**src/rtl/gat_scheduler.sv**
```systemverilog
// GAT layer scheduler: loads the layer weights, then issues subgraphs to the
// compute pipeline while limiting how many are in flight. When every subgraph
// has been issued and completed, it pulses done_o.
module gat_scheduler #(
  parameter  int NUM_SUBGRAPHS = 2708,
  parameter  int MAX_INFLIGHT  = 4,
  localparam int SG_W          = $clog2(NUM_SUBGRAPHS),
  localparam int CRED_W        = $clog2(MAX_INFLIGHT + 1)
) (
  input  logic            clk,
  input  logic            rst_n,
  input  logic            start_i,
  output logic            w_vld_o,
  input  logic            w_rdy_i,
  input  logic            h_vld_i,
  output logic            sg_start_o,
  output logic [SG_W-1:0] sg_idx_o,
  input  logic            sg_done_i,
  output logic            busy_o,
  output logic            done_o,
  output logic            err_o
);

  // The issue counter needs one extra code point so it can hold NUM_SUBGRAPHS
  // even when NUM_SUBGRAPHS is an exact power of two.
  localparam int CNT_W = $clog2(NUM_SUBGRAPHS + 1);

  typedef enum logic [2:0] {
    IDLE,
    LOAD_W,
    ISSUE,
    DRAIN,
    DONE
  } state_t;

  state_t            state;
  logic [CNT_W-1:0]  issue_cnt;
  logic [CRED_W-1:0] inflight;

  logic              issue;
  logic              retire;
  logic              last_issue;
  logic              underflow;
  logic [CRED_W-1:0] inflight_nxt;

  // Issue/retire decisions and the next inflight value (credit accounting).
  always_comb begin
    issue        = (state == ISSUE) && h_vld_i
                   && (inflight < CRED_W'(MAX_INFLIGHT))
                   && (issue_cnt < CNT_W'(NUM_SUBGRAPHS));
    retire       = sg_done_i && (state != IDLE);
    last_issue   = issue && (issue_cnt == CNT_W'(NUM_SUBGRAPHS - 1));
    underflow    = retire && !issue && (inflight == '0);
    inflight_nxt = inflight;
    if (issue && !retire) begin
      inflight_nxt = inflight + CRED_W'(1);
    end else if (retire && !issue && (inflight != '0)) begin
      inflight_nxt = inflight - CRED_W'(1);
    end
  end

  // Control FSM with every output registered.
  always_ff @(posedge clk or negedge rst_n) begin
    if (!rst_n) begin
      state      <= IDLE;
      issue_cnt  <= '0;
      inflight   <= '0;
      w_vld_o    <= 1'b0;
      sg_start_o <= 1'b0;
      sg_idx_o   <= '0;
      busy_o     <= 1'b0;
      done_o     <= 1'b0;
      err_o      <= 1'b0;
    end else begin
      sg_start_o <= issue;
      done_o     <= 1'b0;
      inflight   <= inflight_nxt;
      if (issue) begin
        sg_idx_o  <= issue_cnt[SG_W-1:0];
        issue_cnt <= issue_cnt + CNT_W'(1);
      end
      if (underflow) begin
        err_o <= 1'b1;
      end

      case (state)
        IDLE: begin
          if (start_i) begin
            state     <= LOAD_W;
            w_vld_o   <= 1'b1;
            busy_o    <= 1'b1;
            issue_cnt <= '0;
            inflight  <= '0;
            err_o     <= 1'b0;
          end
        end
        LOAD_W: begin
          if (w_rdy_i) begin
            state   <= ISSUE;
            w_vld_o <= 1'b0;
          end
        end
        ISSUE: begin
          if (last_issue) begin
            state <= DRAIN;
          end
        end
        DRAIN: begin
          if (inflight_nxt == '0) begin
            state  <= DONE;
            done_o <= 1'b1;
          end
        end
        DONE: begin
          state  <= IDLE;
          busy_o <= 1'b0;
        end
        default: begin
          state   <= IDLE;
          w_vld_o <= 1'b0;
          busy_o  <= 1'b0;
        end
      endcase
    end
  end

endmodule

```
**config.mk**
```make
export PLATFORM = sky130hd
export DESIGN_NAME = gat_scheduler
export DESIGN_NICKNAME = d
export VERILOG_FILES = /design/src/rtl/gat_scheduler.sv
export SDC_FILE = /design/constraint.sdc
export NUM_CORES = 1
export LEC_CHECK = 0
export ABC_AREA = 1
export CAP_MARGIN = 5
export CORE_MARGIN = 4
export CORE_UTILIZATION = 45
export DETAILED_ROUTE_END_ITERATION = 8
export PLACE_DENSITY = 0.75
export REMOVE_ABC_BUFFERS = 1
export SLEW_MARGIN = 40
export SYNTH_ARGS = -nofsm -noshare
export SYNTH_HDL_FRONTEND = slang
export SYNTH_SLANG_ARGS = --single-unit
```
**constraint.sdc**
```tcl
create_clock -name clk -period 2.4 [get_ports clk]
set_input_delay 0.48 -clock clk [delete_from_list [all_inputs] [get_ports clk]]
set_output_delay 0.48 -clock clk [all_outputs]
set_load 0.02 [all_outputs]
```
Word-level counts from Yosys, hierarchy flattened
Index checks and enable logic that the tools add are counted.

cells by class
  add/sub/neg operators = 3
  magnitude comparators = 2
  equal/unequal tests = 9
  mux-type cells = 21
  bitwise logic cells = 2
  reduce and logical (&&, ||, !) cells = 21

operator list
  kind                     count
  $mux W12                 3
  $mux W3                  8
  $add A12 B1 Y12 const B  1
  $eq A12 B12 Y1 const B   1
  $lt A12 B12 Y1 const B   1
  $pmux W3 S4              1
  $logic_and A1 B1 Y1      9
  $logic_not A3 Y1         3
  $ne A2 B2 Y1 const B     4
  $mux W1                  7
  $eq A3 B2 Y1 const B     2
  $reduce_bool A3 Y1       2
  $reduce_or A3 Y1         2
  $reduce_and A4 Y1        1
  $add A3 B1 Y3 const B    1
  $eq A3 B1 Y1 const B     1
  $eq A3 B3 Y1 const B     1
  $lt A3 B3 Y1 const B     1
  $pmux W1 S3              1
  $reduce_and A3 Y1        1
  $sub A3 B1 Y3 const B    1
  $logic_not A1 Y1         2
  $not A1 Y1               2
  $pmux W1 S2              1
  $reduce_and A2 Y1        1

storage, ports and cells
  bits in registers = 35
  input bits = 6
  output and inout bits = 17
  logic and storage cells = 67

Longest topological paths before layout
Gate-level depths: netlist (run 1).

  word-level depth = 12
  depth in mapped cells = 17
  mapped depth without buffers = 17

Worst setup path after synthesis (run 1)
OpenSTA, ideal clock, no wires.

  kind = reg-to-reg
  from = register state[2]
  to = register issue_cnt[10]
  library setup time = 0.131 ns
  arrival = 1.687 ns
  data required time = 2.269 ns
  setup slack = 0.582 ns
  cell stages (with the launch flop) = 15
  path buffers = 1
  clock period less this slack = 1.818 ns
  path through = dfrtp_1 inv_2 nand2_2 nor2_2 nand2_1 nor2_2 nand3_2 inv_2 buf_6 nand4_4 or2_4 nor2_4 nand3_1 nand2_1 nor2_2

between the ends
  word-level cells in the longest chain between the ends = 7
  elaborated cells between the ends (all ways) = 8
  those cells by class = eq/ne (1); mux (3); reduce/logical (4)

RTL lines
  item                    RTL line  text
  from (decl)             36        state_t state;
  from (signal assigned)  65        state <= IDLE;
  from (signal assigned)  89        state <= LOAD_W;
  from (signal assigned)  99        state <= ISSUE;
  $eq A3 B2 Y1 *          48        issue = (state == ISSUE) && h_vld_i
  $logic_and A1 B1 Y1 *   48
  $logic_and A1 B1 Y1 *   49        && (inflight < CRED_W'(MAX_INFLIGHT))
  $logic_and A1 B1 Y1 *   50        && (issue_cnt < CNT_W'(NUM_SUBGRAPHS));
  named net issue         40        logic issue;
  $mux W12 *              78        if (issue) begin
  $mux W12                88        if (start_i) begin
  $mux W12 *              86        case (state)
  to (signal assigned)    80        issue_cnt <= issue_cnt + CNT_W'(1);
  to (decl)               37        logic [CNT_W-1:0] issue_cnt;

Mark *: on every way through the listed nets, which the timed path passes. The rest lies on a longest branch.
A chain may end at the register's enable or synchronous reset.

Final worst setup path (run 1)
  from = register issue_cnt[8]
  to = register state[0]

between the ends
  word-level cells in the longest chain between the ends = 10
  elaborated cells between the ends (all ways) = 14
  those cells by class = order compare (1); eq/ne (3); mux (2); reduce/logical (8)

RTL lines
  item                                  RTL line  text
  $lt A12 B12 Y1                        50
  $logic_and A1 B1 Y1                   50
  $logic_not A1 Y1                      57        end else if (retire && !issue && (inflight != '0)) begin
  $logic_and A1 B1 Y1 (2 in a row)      57
  $mux W3                               57
  $mux W3                               55        if (issue && !retire) begin
  $logic_not A3 Y1                      109       if (inflight_nxt == '0) begin
  $ne A2 B2 Y1 (no source line)         n/a
  $reduce_and A4 Y1 (no source line) *  n/a
  to (signal assigned)                  65
  to (signal assigned)                  110       state <= DONE;
  to (signal assigned)                  115       state <= IDLE;

Mark *: on every way between the ends. The rest lies on a longest branch, timed or not.

==> results of run 1 <==
worst register-to-register path, cell delays in order (launching register included):
cell     delay (ns)
dfrtp_1        0.39
inv_1          0.17
nand2_1        0.08
nor2_1         0.19
nand3_1        0.13
nand3_2        0.15
inv_2          0.07
nand2_1        0.13
nand2_1        0.07
nand2_1        0.05
nand2_1        0.05
inv_1          0.07
nand3_1        0.13
nand2_1        0.13
nand2_1        0.07
nand2_1        0.07
nand2_1        0.05
layer usage:
metal / GRT usage (%) / part of all wire (%) / wire (um) / up-vias
li1: - / - / - / 744
met1: 18.8 / 46 / 1570 / 647
met2: 25.7 / 47 / 1600 / 43
met3: 4.75 / 6.2 / 211 / 2
met4: 4.26 / 0.79 / 27 / 0
met5: 0 / 0 / 0 / -
sequential cells by signal, summed over array words and instances, names as in the netlist:
name and flops:
busy_o 1, done_o 1, err_o 1, inflight 3, issue_cnt 12, sg_idx_o 12, sg_start_o 1, state 3
w_vld_o 1
per-stage QoR:
step / cell area (um2) / cells / setup WS [ns] / hold slack [ns] / power [uW]
floorplan: 1710 / 212 / 0.296 / 0.184 / 1470
global placement: 2040 / 288 / 0.114 / 0.461 / 1830
detailed placement: 2040 / 288 / 0.0400 / 0.466 / 1850
CTS: 2140 / 296 / 0.298 / 0.484 / 2320
global route: 2140 / 296 / 0.0153 / 0.497 / 2490
finish: 2140 / 296 / 0.300 / 0.478 / 2300
cell families after synthesis:
kind of cell / count (synthesis)
compound gates: 28
buf+inv: 31
fa+ha+maj: 4
xor+xnor: 3
flops: 35
simple gates: 115
final cells by class:
type,instances,share of cell area [%]
Clock buffer,8,4.67
Inverter,27,4.73
Multi-Input combinational cell,150,34.0
Sequential cell,35,40.9
Tap cell,48,2.80
Timing Repair Buffer,28,13.0
how the worst max path moves through the flow:
stage,from,end,slack [ns],depth (start not counted)
2_1_floorplan,state[2],state[0],0.30,16
3_3_place_gp,h_vld_i,state[0],0.11,16
3_5_place_dp,h_vld_i,state[0],0.04,16
4_1_cts,issue_cnt[8],state[1],0.30,16
5_1_grt,issue_cnt[8],state[1],0.02,16
6_report,issue_cnt[8],state[0],0.30,16
cell usage in the layout (no fill, tap or decap), types with 2 or more instances in the layout:
| cell | instances |
|---|---|
| nand2_1 | 64 |
| dfrtp_1 | 35 |
| inv_1 | 25 |
| nor2_1 | 25 |
| clkdlybuf4s50_1 | 22 |
| o21ai_0 | 17 |
| nand3_1 | 10 |
| a21oi_1 | 8 |
| clkbuf_8 | 7 |
| buf_4 | 5 |
| nor3_1 | 4 |
| ha_1 | 4 |
| nor2_2 | 3 |
| nand4_1 | 3 |
| inv_2 | 2 |
| xnor2_1 | 2 |
power groups by stage:
stage / combinational (uW) / sequential, uW / clock, uW
finish: 979 / 858 / 464
global route: 1110 / 879 / 494
CTS: 988 / 858 / 473
detailed placement: 986 / 867 / 0
global placement: 966 / 865 / 0
floorplan: 514 / 960 / 0
==> impl_metrics.tcl, run 1 <==
set metrics [dict create \
    rsz0062_at_grt "no" \
    wire_per_inst_um 11.5 \
    timing.final.setup_violations 0 \
    first_pass_grt_wire_length_mm 6.04 \
    cts-buffers-inserted 5 \
    via_count_of_the_first_global_routing_pass 1415 \
    startpoint_type "flop" \
    achievable-frequency_mhz 476 \
    timing.critical_path.slowest_stage_cell "dfrtp_1" \
    yosysUniqueCellTypes 25 \
    synth-async-reset-ratio_pct 100 \
    clock-root-buffer "clkbuf_8" \
    io-pin-count 23 \
    cts_tree "built" \
    post_synth_most_frequent_cells "nand2_1, dfrtp_1, inv_1, nor2_1, o21ai_0" \
    internal_power_uw 1410 \
    floorplan.core_area_um2 3690 \
    grt_util_all_layers_pct 15.3 \
    timing.critical_path.slowest_cell_delay_ns 0.39 \
    leakage_power_uw 0.00106 \
    regToRegSetupSlack_ns 0.30 \
    hold_path_class "flop to flop" \
    post_synthesis_compound_gate_area_fraction_pct 8.47 \
    portBuffers 22 \
    cp.arrival_ns 2.28 \
    final.min_clock_period_ns 2.10 \
    ctsHtreeMaxLevel 2 \
    yosys.area.top_type_share_pct 50.7 \
    slew_headroom_pct 71.7 \
    r2r_start "issue_cnt[8]" \
    cts_hold_repair.buffers 0 \
    clock_path_buffers 2 \
    outcome "completed" \
    post-cts-setup-buffer-count 0 \
    max-cap-violations 0 \
    share_clk_of_total_power_pct 20.2 \
    post_synth_instance_area_um2 1730 \
    routed_wirelength_mm 3.41 \
    dp.final_hpwl_mm 2.52 \
    fillCellCount 366 \
    fin_tns_setup_ns 0 \
    dr.pass1.iters 4 \
    synth.yosys.seq_area_share_pct 50.7 \
    synthDominantAreaCellType "dfrtp_1" \
    clock_latency_ns 0.29 \
    die-area_um2 4900 \
    initial_core_util_pct 46.8 \
    std_cell_rows 22 \
    detail_route.vias_per_cell 4.85 \
    netlist_top_cells_area "dfrtp_1, nand2_1, inv_1" \
    cpLargestDelayFamily "simple AND/OR/NAND/NOR gates" \
    die_w_um 70.0 \
    synth_xor_area_share_pct 1.52 \
    postSynthAreaPerCell_um2 8.00 \
    timing.critical_path.to_type "flop" \
    p_switching_uw 891 \
    path_common_cell "nand2_1" \
    worstPathRequired_ns 2.58 \
    grt_max_degree 36 \
    holdPathStages 2 \
    post_synth_fa_ha_maj_area_fraction_pct 2.90 \
    power.share.sequential_pct 37.3 \
    post-route-drc-count 0 \
    holdPathEnd "sg_idx_o[4]" \
    ys_ff_latch 35 \
    worstPathMaxFanout 6 \
    net_switching_fraction_of_the_power_pct 38.7 \
    synthMostInstantiatedCell "nand2_1" \
    ys_dominant_reg_cell "dfrtp_1" \
    dr_total_vias 1436 \
    regToRegEndpoint "state[0]" \
    timing.setup.critical_path_class "flop to flop" \
    ant_nets 0 \
    num_antenna_cells 0 \
    yosys_warnings 0 \
    peakVddDrop_v 0.000593 \
    path_cells "inv_1 > nand2_1 > nor2_1 > nand3_1 > nand3_2 > inv_2 > nand2_1 > nand2_1 > nand2_1 > nand2_1 > inv_1 > nand3_1 > nand2_1 > nand2_1 > nand2_1 > nand2_1" \
    worst_r2r_path_depth 16 \
    share_of_the_cycle_needed_by_the_critical_path_after_routing_pct 87.5 \
    share_of_cells_above_drive_strength_1_pct 9.27 \
    post_synth_and_or_nand_nor_area_fraction_pct 29.3 \
    globalRoute.totalOverflow 0 \
    finalWeightedCongestion 0.815 \
    multi_input_comb_area_um2 728 \
    design.final.nets 257 \
    yosys-mux-area-fraction_pct 0 \
    worst_slew_pin_slew_ns 0.424 \
    die_height_um 70.0 \
    fin_skew_ns 0.00518 \
    critical_path_buf_inv_count 3 \
    report.final.hold_viol_count 0 \
    path_clk_slew_ns 0.07 \
    source_of_the_worst_hold_timing_path "sg_idx_o[4]" \
    p_comb_share_pct 42.6 \
    drc_violation_total_after_the_first_tritonroute_iteration 94 \
    main_combinational_cell_family_by_area_after_synthesis "simple AND/OR/NAND/NOR gates" \
    postSynthCellCount 216 \
    area_growth_pct 24.0 \
    clock-sinks 35 \
    finalMaxSlewViolations 0 \
    synth_enable_flop_cells 0 \
    post_cts_resized 0 \
    final_util_pct 58.1 \
    pwr_density_cell_nw_per_um2 1070 \
    grt_antenna_before_repair 0 \
    seq_area_um2 876 \
]
No activity file was read; power rests on OpenSTA's default activity.
==> inputs of run 2 (changes only) <==
Settings changed: CORE_ASPECT_RATIO set to 2, PLACE_DENSITY 0.75 to 0.63.
==> impl_metrics.tcl, run 2 (same netlist as run 1, synthesis figures left out) <==
set metrics [dict create \
    grt_antenna_before_repair 0 \
    globalRoute.totalOverflow 0 \
    achievable-frequency_mhz 488 \
    post-route-drc-count 0 \
    std_cell_rows 31 \
    design.final.nets 257 \
    worstPathRequired_ns 2.57 \
    peakVddDrop_v 0.000727 \
    die-area_um2 4960 \
    share_of_cells_above_drive_strength_1_pct 9.68 \
    area_growth_pct 25.1 \
    ctsHtreeMaxLevel 2 \
    instances_no_fill 297 \
    dp.final_hpwl_mm 2.70 \
    pwr_density_cell_nw_per_um2 1110 \
    drc_violation_total_after_the_first_tritonroute_iteration 10 \
    cts_hold_repair.buffers 0 \
    biggestRegsByFlops "issue_cnt: 12 flops, sg_idx_o: 12 flops" \
    die_height_um 95.6 \
    worstPathMaxFanout 5 \
    ant_nets 0 \
    final.min_clock_period_ns 2.05 \
    dr_total_vias 1434 \
    path_clk_slew_ns 0.07 \
    cts-buffers-inserted 5 \
    die_w_um 51.8 \
    post-route-worst-setup-slack_ns 0.352 \
    num_antenna_cells 0 \
    initial_core_util_pct 47.4 \
    leakage_power_uw 0.00107 \
    dr.pass1.iters 4 \
    pre_cts_slack_ns 0.0127 \
    portBuffers 22 \
    post-cts-setup-buffer-count 0 \
    timing.critical_path.to_type "flop" \
    placed_cells 289 \
    routed_wirelength_mm 3.53 \
    grt_max_degree 36 \
    layout.cells.most_common_list "nand2_1, dfrtp_1, inv_1, nor2_1, clkdlybuf4s50_1" \
    wire_per_inst_um 11.9 \
    worst_slew_pin_slew_ns 0.437 \
    slew_headroom_pct 70.9 \
    fin_tns_setup_ns 0 \
    max-cap-violations 0 \
    fin_skew_ns 0.00552 \
    clock-sinks 35 \
    most_common_library_cell_in_the_layout_ignoring_fill_and_taps "nand2_1" \
    cp.arrival_ns 2.22 \
    floorplan.core_area_um2 3650 \
    timing.setup.critical_path_class "input port to flop" \
    startpoint_type "input port" \
    seq_area_um2 876 \
    report.final.hold_viol_count 0 \
    via_count_of_the_first_global_routing_pass 1413 \
    clock_path_buffers 2 \
    outcome "completed" \
    cts_tree "built" \
    post_cts_resized 0 \
    detail_route.vias_per_cell 4.83 \
    finalWeightedCongestion 0.876 \
    multi_input_comb_area_um2 728 \
    share_of_the_cycle_needed_by_the_critical_path_after_routing_pct 85.3 \
    clock_latency_ns 0.28 \
    clock-root-buffer "clkbuf_8" \
    timing.final.setup_violations 0 \
    hold_path_class "flop to flop" \
    finalMaxSlewViolations 0 \
    io-pin-count 23 \
    fillCellCount 384 \
    first_pass_grt_wire_length_mm 6.31 \
    grt_util_all_layers_pct 17.1 \
    rsz0062_at_grt "no" \
]
-- run 2: cell types whose count changed in the layout (fill, tap and decap cells not counted), sizes merged --
cell and change:
bufinv +1, clkbuf -2, clkinv +1
-- run 2: worst max-delay path: stages --
cell and delay [ns]:
clkdlybuf4s50_1 0.45, inv_1 0.04, nor2_1 0.07, nand2_1 0.07
nor2_2 0.08, nand3_2 0.11, buf_4 0.17, nor2_1 0.08
inv_1 0.08, nor2_1 0.09, nand3_1 0.08, a21oi_1 0.21
nand2_1 0.10, nand2_1 0.07, nand2_1 0.04
-- run 2: area by class of cell --
| type | count | area share (%) |
|---|---|---|
| repair buffers | 28 | 12.8 |
| multi-input cells | 150 | 33.7 |
| well taps | 49 | 2.84 |
| inverters | 27 | 4.69 |
| flip-flops and latches | 35 | 40.5 |
| clock buffers | 6 | 3.82 |
| clock inverters | 2 | 1.62 |
-- run 2: path summary, 6_finish.rpt --
kind	from	end	slack, ns	cells past startpoint
setup / recovery	h_vld_i	state[0]	0.35	15
hold / removal	sg_idx_o[9]	sg_idx_o[9]	0.48	2
setup reg to reg	state[2]	state[0]	0.37	15
hold reg to reg	sg_idx_o[9]	sg_idx_o[9]	0.48	2
max in group asynchronous	rst_n	issue_cnt[9]	1.48	2
min in group asynchronous	rst_n	issue_cnt[4]	0.61	2
-- run 2: through the flow --
stage          total power, uW  hold WS, ns  utilization, %  instance area (um2)
2_1_floorplan             1470        0.184               -                 1710
3_3_place_gp              1860        0.465            56.1                 2040
3_5_place_dp              1870        0.464            56.1                 2040
4_1_cts                   2430        0.483            59.3                 2160
5_1_grt                   2600        0.517            59.3                 2160
6_report                  2390        0.479            59.3                 2160
-- run 2: routing by layer --
layer  GRT usage [%]  routed length [um]  vias up
li1                -                   -      738
met3            3.29                 121       15
met4            10.1                 168        0
met2            30.1                1890       31
met1            18.4                1350      650
met5               0                   0        -
-- run 2: report_power, final --
group          switching, uW  total, uW  internal (uW)
Sequential               116        859            743
Combinational            571        992            421
Clock                    207        543            336
Total                    894       2390           1500
==> inputs of run 3 (changes only) <==
Settings changed: TNS_END_PERCENT set to 1.
==> results of run 3 <==
Final layout, timing and power as in run 2 (identical DEF).
